$ cat config.mk
export PLATFORM = sky130hd
export DESIGN_NAME = data_ram_ctrl
export DESIGN_NICKNAME = d
export VERILOG_FILES = /design/src/rtl/mem_defs.sv /design/src/rtl/data_ram_ctrl.sv
export SDC_FILE = /design/constraint.sdc
export NUM_CORES = 1
export LEC_CHECK = 0
export CORE_AREA = 2 2 92 116
export CTS_CLUSTER_SIZE = 10
export DETAILED_ROUTE_END_ITERATION = 6
export DIE_AREA = 0 0 94 118
export DONT_BUFFER_PORTS = 1
export HOLD_SLACK_MARGIN = 0.15
export PLACE_DENSITY = 0.54
export SLEW_MARGIN = 20
export SYNTH_ARGS = -nofsm -noshare
export SYNTH_HDL_FRONTEND = slang
export SYNTH_SLANG_ARGS = --single-unit
$ cat constraint.sdc
create_clock -name clk -period 1.5 [get_ports clk]
set_input_delay 0.15 -clock clk [delete_from_list [all_inputs] [get_ports clk]]
set_output_delay 0.15 -clock clk [all_outputs]
set_load 0.01 [all_outputs]
$ cat src/rtl/mem_defs.sv
`default_nettype none
// ============================================================================
// Package     : mem_defs
// Description : MEM-stage shared definitions: controller states, byte-enable
//               constants and the load/store opcodes.
// Revision    : 1.0
// ============================================================================
package mem_defs;

    typedef enum logic [1:0] {
        ST_IDLE = 2'd0,
        ST_REQ  = 2'd1,
        ST_DONE = 2'd2
    } state_t;

    localparam logic [3:0] BE_ALL    = 4'b1111;
    localparam logic [6:0] OP_I_LOAD = 7'b0000011;
    localparam logic [6:0] OP_S      = 7'b0100011;

endpackage
`default_nettype wire

$ cat src/rtl/data_ram_ctrl.sv
`default_nettype none
// ============================================================================
// Module      : data_ram_ctrl
// Description : Turns one MEM-stage load/store request into a single req/ack
//               bus transaction and returns busy, a done pulse and read data.
// Revision    : 1.0
// ============================================================================
module data_ram_ctrl
    import mem_defs::*;
#(
    parameter int ADDR_W = 32
) (
    input  logic              clk,
    input  logic              rst,
    input  logic              ram_ce,
    input  logic              ram_we,
    input  logic [ADDR_W-1:0] ram_addr,
    input  logic [31:0]       ram_wdata,
    input  logic [3:0]        ram_byte_sel,
    output logic              ram_busy,
    output logic              ram_done,
    output logic [31:0]       ram_rdata,
    output logic              bus_req,
    output logic              bus_we,
    output logic [ADDR_W-3:0] bus_addr,
    output logic [3:0]        bus_be,
    output logic [31:0]       bus_wdata,
    input  logic              bus_ack,
    input  logic [31:0]       bus_rdata
);

    state_t              r_state;
    state_t              w_state_nxt;
    logic                r_we;
    logic [ADDR_W-3:0]   r_addr;
    logic [3:0]          r_be;
    logic [31:0]         r_wdata;
    logic [31:0]         r_rdata;
    logic                w_zero_byte_store;
    logic                w_addr_lsb_unused;

    // Byte offset is meaningless on a word bus.
    assign w_addr_lsb_unused = ^ram_addr[1:0];

    // A store with no lanes selected is MEM's misaligned halfword: skip the bus.
    assign w_zero_byte_store = ram_we && (ram_byte_sel == 4'b0000);

    always_comb begin
        w_state_nxt = ST_IDLE;
        case (r_state)
            ST_IDLE: begin
                if (ram_ce) begin
                    w_state_nxt = w_zero_byte_store ? ST_DONE : ST_REQ;
                end
            end
            ST_REQ: begin
                w_state_nxt = bus_ack ? ST_DONE : ST_REQ;
            end
            ST_DONE: begin
                w_state_nxt = ST_IDLE;
            end
            default: begin
                w_state_nxt = ST_IDLE;
            end
        endcase
    end

    always_ff @(posedge clk or negedge rst) begin
        if (!rst) begin
            r_state <= ST_IDLE;
            r_we    <= 1'b0;
            r_addr  <= '0;
            r_be    <= 4'b0000;
            r_wdata <= 32'd0;
            r_rdata <= 32'd0;
        end else begin
            r_state <= w_state_nxt;
            if ((r_state == ST_IDLE) && ram_ce) begin
                r_we    <= ram_we;
                r_addr  <= ram_addr[ADDR_W-1:2];
                r_be    <= ram_we ? ram_byte_sel : BE_ALL;
                r_wdata <= ram_wdata;
            end
            if ((r_state == ST_REQ) && bus_ack && !r_we) begin
                r_rdata <= bus_rdata;
            end
        end
    end

    // Handshake outputs decode the state register only.
    always_comb begin
        ram_busy = 1'b0;
        ram_done = 1'b0;
        bus_req  = 1'b0;
        case (r_state)
            ST_REQ: begin
                ram_busy = 1'b1;
                bus_req  = 1'b1;
            end
            ST_DONE: begin
                ram_done = 1'b1;
            end
            default: begin
                ram_busy = 1'b0;
            end
        endcase
    end

    assign bus_we    = r_we && (r_state == ST_REQ);
    assign bus_addr  = r_addr;
    assign bus_be    = r_be;
    assign bus_wdata = r_wdata;
    assign ram_rdata = r_rdata;

endmodule
`default_nettype wire

==> flow_metrics.py <==
metrics = {
    "outcome": {
        "outcome": "finished with violations",
        "violations": "hold timing",
    },
    "placement": {
        "placed_cell_area_mm2": 0.003996,
        "portBuffers": 0,
        "place_ws_ns": -0.01080,
        "dp_hpwl_mm": 5.182,
        "gp_congestion": 0.7266,
        "dpl.cell_count": 354,
    },
    "timing": {
        "relSlewSlack": 0.7673,
        "whs_ns": -0.4977,
        "fin_skew_ns": 0.005111,
        "period_minus_slack_ns": 1.477,
        "fin_tns_setup_ns": 0,
        "worstMarginPinSlew_ns": 0.3483,
        "max_freq_mhz": 676.9,
        "rsz0062_at_grt": "yes",
        "hold_violations": 101,
        "period_share": 0.9848,
        "finalWorstSetupSlack_ns": 0.02278,
        "slew_viol_final": 0,
        "setup_viol": 0,
    },
    "power_and_ir_drop": {
        "sw_frac_of_total": 0.3117,
        "p_int_mw": 6.835,
        "power_density_mw_per_mm2": 1859,
        "finalPower_mw": 9.930,
        "vdd_drop_max_mv": 0.6856,
        "p_switching_mw": 3.095,
        "clockPowerShare": 0.249,
        "p_leak_nw": 2.230,
        "share_seq_of_total_power": 0.551,
        "power_frac_comb": 0.200,
    },
    "yosys": {
        "post_synth_xor_area_fraction": 0,
        "synth.area.mux_share": 0.2774,
        "synth_top_family_by_area": "multiplexers",
        "yosysSeqAreaShare": 0.6485,
        "post_synth_num_cell_types": 20,
        "synth_compound_area_frac": 0.01059,
        "syn_inst": 230,
        "ys_ff_latch": 101,
        "yosys_warnings": 0,
        "synth_fa_ha_area_frac": 0,
        "synth_nets": 335,
        "synth_area_mm2": 0.003897,
        "synthSimpleGateAreaFrac": 0.01894,
        "syn_avg_cell_area_um2": 16.95,
    },
    "setup_path": {
        "worstSetupStartpointType": "flip-flop",
        "crit_fanout": 20,
        "critical_path_class": "reg -> reg",
        "cp-end-kind": "flip-flop",
        "cp.arrival_ns": 1.70,
        "required_ns": 1.72,
    },
    "floorplan": {
        "die_area_mm2": 0.01109,
        "initial_core_util": 0.3896,
        "io_pins": 207,
        "die_w_um": 94,
        "core_mm2": 0.01000,
        "die_h_um": 118,
        "rows": 41,
    },
    "route": {
        "wl_per_cell_um": 17.54,
        "ant_nets": 0,
        "drt_iter0_markers": 79,
        "wirelength_mm": 8.245,
        "viasPerCell": 4.879,
        "route.detailed.drc": 0,
        "first_pass_iters": 4,
        "vias": 2293,
    },
    "final_layout": {
        "utilization": 0.5338,
        "nFillCells": 826,
        "area_growth_pct": 37.01,
        "final_cell_area_mm2": 0.005340,
        "nNetsFinal": 441,
        "drive_gt1_frac": 0.3402,
        "diodes": 0,
        "stdcell_count": 470,
    },
    "clock_tree": {
        "cts_setup_buffers": 0,
        "clockRootBuffer": "clkbuf_16",
        "cts_tree": "done",
        "htreeDepth": 3,
        "numCtsBuffers": 9,
        "clk_pin_slew_ns": 0.07,
        "clk_latency_ns": 0.34,
        "clkSinkCount": 101,
        "cts_hold_buf": 100,
        "cts_buffer_depth": 2,
    },
    "global_route": {
        "grt_max_degree": 102,
        "grt_pass1_vias": 2530,
        "track_usage": 0.1505,
        "grt-ovfl-total": 0,
        "grt_pass1_wl_mm": 12.83,
        "grt_antenna_before_repair": 0,
    },
    "job": {
        "cap_violations": 0,
    },
    "worst_hold_path": {
        "hold_path.class": "in -> async",
    },
}
## worst max-delay path, stage by stage, from the launching register on
cell and delay, ns:
dfrtp_1 0.42, nor3b_4 0.27, buf_6 0.16, buf_12 0.15
mux2_2 0.35
## area by class of cell
class                   count  area [µm²]  area share
repair buffers            107        1102      0.2064
clock buffers              10       239.0     0.04475
well taps                 129       161.4     0.03022
multi-input cells         113        1209      0.2263
clock inverters             6       86.33     0.01617
inverters                   4       15.01    0.002812
flip-flops and latches    101        2527      0.4733
## cell usage in the layout, fill, tap and decap left out, drive strengths merged
master,instances
o21ai,1
inv,4
dfrtp,101
buf,7
clkinv,3
a31oi,3
nand3b,1
nor3b,1
nand2b,2
nor4,1
bufinv,2
nor2b,1
dlygate4sd3,100
and2,1
nor2,4
o41ai,1
clkbuf,10
a22o,1
mux2,96
clkinvlp,1
## Yosys cell counts
cell type    n  area (µm²)
nor4_1       1       6.260
nand3b_1     1       7.510
nand2b_1     2       12.51
mux2_2      89        1002
mux2_1       7       78.83
nor2b_1      1       6.260
inv_1        4       15.01
buf_4        1       7.510
and2_1       1       6.260
buf_6        3       33.78
nor2_1       3       11.26
o21ai_0      1       5.000
dfrtp_1    101        2527
nor3b_2      1       12.51
nor2_4       1       11.26
a22o_1       1       8.760
a31oi_1      3       18.77
clkbuf_8     2       27.53
o41ai_1      1       8.760
buf_8        6       90.09
## logic make-up after synthesis
kind of cell | after synthesis
AOI/OAI and AO/OA | 6
buffers and inverters | 16
DFF | 101
muxes | 96
and+or+nand+nor | 11
## what timing repair did
item                                    4_1_cts  5_1_grt
pin swaps                                     0        1
endpoints found under the hold margin       202      101
endpoints found under the setup margin       26       54
resized for setup                             2        4
## final timing paths
kind / slack (ns) / startpoint / cells past startpoint / endpoint
setup / recovery: 0.02 / r_state[1]$_DFF_PN0_ / 4 / bus_wdata[25]$_DFFE_PN0P_
hold / removal: -0.50 / rst / 0 / ram_rdata[5]$_DFFE_PN0P_
setup reg to reg: 0.02 / r_state[1]$_DFF_PN0_ / 4 / bus_wdata[25]$_DFFE_PN0P_
hold reg to reg: 0.56 / bus_addr[20]$_DFFE_PN0P_ / 1 / bus_addr[20]$_DFFE_PN0P_
max in group asynchronous: 1.85 / rst / 0 / bus_addr[11]$_DFFE_PN0P_
min in group clk: 0.38 / bus_ack / 4 / ram_rdata[4]$_DFFE_PN0P_
## flip-flops by register name (all words and copies together), names as in the netlist
signal and cells:
bus_be 4, ram_rdata 32, r_we 1, r_state 2, bus_addr 30, bus_wdata 32
## metal layers
metal | GRT usage | share of wire | vias up
li1 | - | - | 1014
met1 | 0.1611 | 0.36 | 1142
met2 | 0.2612 | 0.53 | 124
met3 | 0.05954 | 0.090 | 13
met4 | 0.05978 | 0.018 | 0
met5 | 0 | 0 | -
## power by group through the flow
stage	clock network, mW	registers (mW)	logic [mW]
global route	2.67	5.65	2.17
detailed placement	0	5.52	1.76
global placement	0	5.52	1.68
CTS	2.55	5.48	1.97
finish	2.47	5.47	1.99
floorplan	0	5.22	1.62
Power figures use the tool's default switching activity.
